## config.mk

```make
export PLATFORM = sky130hd
export DESIGN_NAME = dac_out_buffer
export DESIGN_NICKNAME = d
export VERILOG_FILES = /design/src/rtl/dac_out_buffer.sv
export SDC_FILE = /design/constraint.sdc
export NUM_CORES = 1
export LEC_CHECK = 0
export CAP_MARGIN = 10
export CORE_MARGIN = 2
export CORE_UTILIZATION = 57
export DETAILED_ROUTE_END_ITERATION = 7
export GPL_TIMING_DRIVEN = 0
export PLACE_DENSITY = 0.75
export SKIP_CTS_REPAIR_TIMING = 1
export SYNTH_ARGS = -nofsm -noshare
export SYNTH_HDL_FRONTEND = slang
export SYNTH_SLANG_ARGS = --single-unit
```

## constraint.sdc

```tcl
create_clock -name i_clk -period 4.3 [get_ports i_clk]
set_input_delay 0.86 -clock i_clk [delete_from_list [all_inputs] [get_ports i_clk]]
set_output_delay 0.86 -clock i_clk [all_outputs]
set_load 0.1 [all_outputs]
```

## src/rtl/dac_out_buffer.sv

```systemverilog
// DAC output buffer: samples arrive over valid/ready into a small FIFO and are
// released one per programmable update period into the registered DAC code.
module dac_out_buffer #(
  parameter int unsigned           DATA_WIDTH = 14,
  parameter int unsigned           DEPTH      = 16,
  parameter int unsigned           DIV_WIDTH  = 16,
  parameter logic [DATA_WIDTH-1:0] IDLE_CODE  = 14'h2000
) (
  input  logic                    i_clk,
  input  logic                    i_rst_n,
  input  logic                    i_enable,
  input  logic                    i_flush,
  input  logic [DIV_WIDTH-1:0]    i_div,
  input  logic [DATA_WIDTH-1:0]   i_data_wr,
  input  logic                    i_valid_wr,
  output logic                    o_ready_wr,
  output logic [DATA_WIDTH-1:0]   o_dac_data,
  output logic                    o_dac_strobe,
  output logic                    o_underflow,
  output logic [15:0]             o_underflow_cnt,
  output logic [$clog2(DEPTH):0]  o_level
);

  localparam int unsigned   AW      = $clog2(DEPTH);
  localparam int unsigned   LW      = AW + 1;
  localparam logic [15:0]   CNT_MAX = 16'hFFFF;

  logic [DATA_WIDTH-1:0] mem_q [DEPTH];

  logic                  active_q;
  logic [LW-1:0]         wr_ptr_q, wr_ptr_d;
  logic [LW-1:0]         rd_ptr_q, rd_ptr_d;
  logic [LW-1:0]         level_q, level_d;
  logic [DIV_WIDTH-1:0]  cnt_q, cnt_d;
  logic [DIV_WIDTH-1:0]  div_lat_q, div_lat_d;
  logic [DATA_WIDTH-1:0] dac_q, dac_d;
  logic                  strobe_q, strobe_d;
  logic                  unf_q, unf_d;
  logic [15:0]           unf_cnt_q, unf_cnt_d;

  logic                  tick_s;
  logic                  upd_s;
  logic                  full_s;
  logic                  empty_s;
  logic                  ready_s;
  logic                  push_s;
  logic                  pop_s;
  logic                  unf_evt_s;

  // Set on the first clock after reset release; gates ready and the first divider load.
  always_ff @(posedge i_clk or negedge i_rst_n) begin
    if (!i_rst_n) begin
      active_q <= 1'b0;
    end else begin
      active_q <= 1'b1;
    end
  end

  // Update-period divider; the period latch only reloads at a period boundary or while idle.
  always_comb begin
    tick_s    = i_enable & active_q & (cnt_q == div_lat_q);
    cnt_d     = cnt_q;
    div_lat_d = div_lat_q;
    if (!active_q || !i_enable || i_flush) begin
      cnt_d = '0;
    end else if (tick_s) begin
      cnt_d = '0;
    end else begin
      cnt_d = cnt_q + DIV_WIDTH'(1);
    end
    if (!active_q || !i_enable || tick_s) begin
      div_lat_d = i_div;
    end else begin
      div_lat_d = div_lat_q;
    end
  end

  // FIFO status and handshake; full/empty come from the wrap bit of the pointers.
  always_comb begin
    empty_s   = (wr_ptr_q == rd_ptr_q);
    full_s    = (wr_ptr_q[AW] != rd_ptr_q[AW]) && (wr_ptr_q[AW-1:0] == rd_ptr_q[AW-1:0]);
    ready_s   = active_q & ~full_s & ~i_flush;
    push_s    = i_valid_wr & ready_s;
    upd_s     = tick_s & ~i_flush;
    pop_s     = upd_s & ~empty_s;
    unf_evt_s = upd_s & empty_s;
  end

  // Pointer and occupancy next state; flush wins over any push or pop.
  always_comb begin
    wr_ptr_d = wr_ptr_q;
    rd_ptr_d = rd_ptr_q;
    level_d  = level_q;
    if (i_flush) begin
      wr_ptr_d = '0;
      rd_ptr_d = '0;
      level_d  = '0;
    end else begin
      if (push_s) begin
        wr_ptr_d = wr_ptr_q + LW'(1);
      end else begin
        wr_ptr_d = wr_ptr_q;
      end
      if (pop_s) begin
        rd_ptr_d = rd_ptr_q + LW'(1);
      end else begin
        rd_ptr_d = rd_ptr_q;
      end
      case ({push_s, pop_s})
        2'b10:   level_d = level_q + LW'(1);
        2'b01:   level_d = level_q - LW'(1);
        default: level_d = level_q;
      endcase
    end
  end

  // DAC code, strobe and underflow next state; the code holds when nothing is popped.
  always_comb begin
    dac_d     = dac_q;
    strobe_d  = pop_s;
    unf_d     = unf_evt_s;
    unf_cnt_d = unf_cnt_q;
    if (pop_s) begin
      dac_d = mem_q[rd_ptr_q[AW-1:0]];
    end else begin
      dac_d = dac_q;
    end
    if (unf_evt_s && (unf_cnt_q != CNT_MAX)) begin
      unf_cnt_d = unf_cnt_q + 16'd1;
    end else begin
      unf_cnt_d = unf_cnt_q;
    end
  end

  // State registers.
  always_ff @(posedge i_clk or negedge i_rst_n) begin
    if (!i_rst_n) begin
      wr_ptr_q  <= '0;
      rd_ptr_q  <= '0;
      level_q   <= '0;
      cnt_q     <= '0;
      div_lat_q <= '0;
      dac_q     <= IDLE_CODE;
      strobe_q  <= 1'b0;
      unf_q     <= 1'b0;
      unf_cnt_q <= 16'd0;
    end else begin
      wr_ptr_q  <= wr_ptr_d;
      rd_ptr_q  <= rd_ptr_d;
      level_q   <= level_d;
      cnt_q     <= cnt_d;
      div_lat_q <= div_lat_d;
      dac_q     <= dac_d;
      strobe_q  <= strobe_d;
      unf_q     <= unf_d;
      unf_cnt_q <= unf_cnt_d;
    end
  end

  // Sample storage; no reset needed since occupancy alone defines valid entries.
  always_ff @(posedge i_clk) begin
    if (push_s) begin
      mem_q[wr_ptr_q[AW-1:0]] <= i_data_wr;
    end
  end

  assign o_ready_wr      = ready_s;
  assign o_dac_data      = dac_q;
  assign o_dac_strobe    = strobe_q;
  assign o_underflow     = unf_q;
  assign o_underflow_cnt = unf_cnt_q;
  assign o_level         = level_q;

endmodule

```

==> results by group <==
Clock tree
  • H-tree lvl count: 1
  • Worst skew pair latency: 550 ps
  • CTS Buffer Depth: 3
  • TritonCTS clock tree: yes
  • Clk slew on worst S/H paths: 60 ps
  • Sink Count: 304
  • CTS Buf Count: 30
  • Clk root buf: clkbuf_16

Placement
  • Dpl hpwl: 17400 um
  • Pre-CTS WS: 187 ps
  • Placed cell count: 1049
  • Port Buf Inserts: 72
  • Routability cong.: 0.859

Timing
  • RSZ-0062 raised after global routing: no
  • Final hold violation count: 0
  • Fmax: 266 MHz
  • Final slew viol count: 0
  • Final setup vio count: 0
  • Post-route minimum period: 3770 ps
  • Final clock skew: 9.40 ps
  • Setup tns final: 0 ps
  • Tcrit/Tclk final: 87.6%
  • Worst hold margin: 264 ps
  • Rel. slew slack: 33.1%
  • Final WS setup: 535 ps
  • Slew @ Worst Pin: 997 ps

Run
  • Max-Cap Viols: 0

Cells and area
  • Storage cell area: 8730 um^2
  • Fill cells: 1347
  • Layout Cells excl Fill: 1102
  • Nets@finish: 845
  • Area Growth Syn to Fin: 19.0%
  • Area occupied by multi-input gates: 3540 um^2
  • Layout cells sized above 1: 25.3%
  • Antenna diodes: 0

Global routing
  • Initial antenna violation count: 0
  • First-pass GRT wire length: 40900 um
  • Grt ovf: 0
  • Largest net degree at the start of global routing: 49
  • Vias in the first global route: 7010
  • Gr usage total: 24.6%

Logic synthesis
  • EDFF count, synth: 224
  • Synth Instances: 678
  • Yosys synthesis warning count: 0
  • Synth Area per Inst: 18.3 um^2
  • Largest area contributor in the netlist: edfxtp_1
  • Synth top area share: 54.1%
  • Top cells by area, synth: edfxtp_1 (54%), dfrtp_1 (16%), mux4_2 (13%), mux2_2 (3.0%), xor2_1 (2.3%)
  • Ys flop type: edfxtp_1
  • Yosys reg bits: 304
  • Synth cell types: 51
  • Commonest cells in the netlist: edfxtp_1 (224), dfrtp_1 (79), mux4_2 (70), nor2_1 (39)
  • Syn nets: 722
  • Mapped cell area: 12400 um^2
  • Most common cell in the netlist: edfxtp_1
  • Seq/Total Area, Yosys: 70.2%
  • Asr flop ratio synth: 26.3%

Worst setup path
  • Crit path from: i_flush
  • Worst endpoint required time: 3440 ps
  • CP Capture Type: primary output
  • Critical path peak fanout: 6
  • Crit path arrival time: 2910 ps
  • Startpoint types: input port
  • R2r startpoint: wr_ptr_q[3]$_DFFE_PN0P_
  • Crit Path Class: in -> out

Die
  • Die area: 23000 um^2
  • Initial Utilization: 57.5%
  • Chip Width: 152 um
  • Chip height: 152 um
  • # rows: 54
  • Core area: 21600 um^2
  • IO Pins: 73

Pwr
  • Flop pwr share: 53.6%
  • PD cells: 403 nW/um^2
  • P_sw: 1.16 mW
  • Clock share of power: 43.5%
  • Int Pwr: 4.81 mW
  • Static leakage: 5.23 nW
  • Logic pwr share: 2.9%
  • Max VDD drop: 0.367 mV
  • Final Power: 5.96 mW
  • Switch share: 19.4%

Drt
  • Final Routed Wirelength: 27200 um
  • Starting DRC count in detailed routing: 466
  • Vias/cell: 6.12
  • DRT antenna net count: 0
  • # DRC: 0
  • Via Count: 6741
  • First-pass DRT Iterations: 5
  • Per-cell routed wire length: 24.7 um

Min path
  • Min-delay worst type: in -> async

Run status
  • Status: finished, final reports clean
## cell families (layout without fill, tap and decap cells)
family | Yosys count | count (layout) | synth area share (%)
AOI/OAI and AO/OA | 19 | 19 | 1.06
xor gates and xnor gates | 54 | 54 | 3.80
buffers and inverters | 44 | 188 | 1.75
and+or+nand+nor | 140 | 140 | 6.29
other | 1 | 1 | 0.0301
adders and majority gates | 9 | 9 | 0.905
muxes | 107 | 107 | 16.0
DFF | 304 | 304 | 70.2
## power by group through the flow
stage                     sequential [mW]  combinational [mW]  clock, mW
after global routing                 3.20               0.191       2.75
after global placement               3.25               0.161          0
final                                3.19               0.174       2.59
after floorplan                      3.26              0.0689          0
after CTS                            3.19               0.177       2.62
after detailed placement             3.25               0.176          0
## worst max-delay path: stages
cell and delay (ps):
clkdlybuf4s50_1 520, nand2b_1 220, a21oi_1 150, clkdlybuf4s50_1 1150
## metrics by stage
step	utilization (%)	cell area [um^2]
floorplan	-	12400
global placement	62.5	13500
detailed placement	64.0	13800
CTS	68.5	14800
global route	68.5	14800
finish	68.5	14800
## layout by cell type, fill, tap and decap left out, types with 4 or more instances in the layout
cell type / synthesis / final
clkbuf_16: 0 / 31
mux4_2: 70 / 70
mux2_2: 33 / 33
bufinv_16: 0 / 4
nand3_1: 15 / 15
xor2_1: 33 / 33
nand2b_1: 4 / 4
and3_1: 13 / 13
inv_1: 8 / 8
o21ai_0: 5 / 5
nor3_1: 9 / 5
nor3_2: 1 / 5
buf_2: 11 / 11
dfrtp_1: 79 / 79
xnor2_1: 21 / 21
clkdlybuf4s50_1: 0 / 71
nand2_1: 23 / 23
nand4_1: 9 / 9
ha_1: 9 / 9
nor2_2: 0 / 12
buf_8: 0 / 12
edfxtp_1: 224 / 224
clkbuf_1: 16 / 27
buf_6: 4 / 10
nand3b_1: 5 / 5
nor2_1: 39 / 27
a21oi_1: 4 / 4
nor4_1: 4 / 4
## layout make-up
type | instances | share of cell area [%]
flip-flops and latches | 304 | 59.0
inverters | 9 | 0.228
clock inverters | 11 | 1.04
plain buffers | 35 | 1.24
clock buffers | 42 | 5.52
well taps | 280 | 2.37
repair buffers | 91 | 6.71
multi-input cells | 330 | 23.9
## routing by layer
layer,wire length [um],vias to the layer above,global-route usage (%)
li1,-,2886,-
met1,10400,3455,31.8
met2,13600,322,41.6
met3,2220,78,5.36
met4,1020,0,8.89
met5,0,-,0
## final timing paths
check | cells after the start | slack [ps] | end
worst max-delay path | 4 | 530 | o_ready_wr
worst min-delay path | 1 | 260 | cnt_q[15]$_DFF_PN0_
worst max register to register | 14 | 600 | o_level[4]$_DFFE_PN0P_
worst min register to register | 1 | 500 | o_dac_data[10]$_DFFE_PN0P_
max in group asynchronous | 2 | 3360 | o_dac_data[13]$_DFFE_PN1P_
min in group i_clk | 1 | 500 | o_dac_data[10]$_DFFE_PN0P_
## sequential cells by signal, indices dropped and copies added, names as in the netlist
signal and count:
mem_q 224, cnt_q 16, div_lat_q 16, o_underflow_cnt 16, o_dac_data 14, o_level 5, rd_ptr_q 5, wr_ptr_q 5
active_q 1, o_dac_strobe 1, o_underflow 1
(Power assumes the default switching activity.)
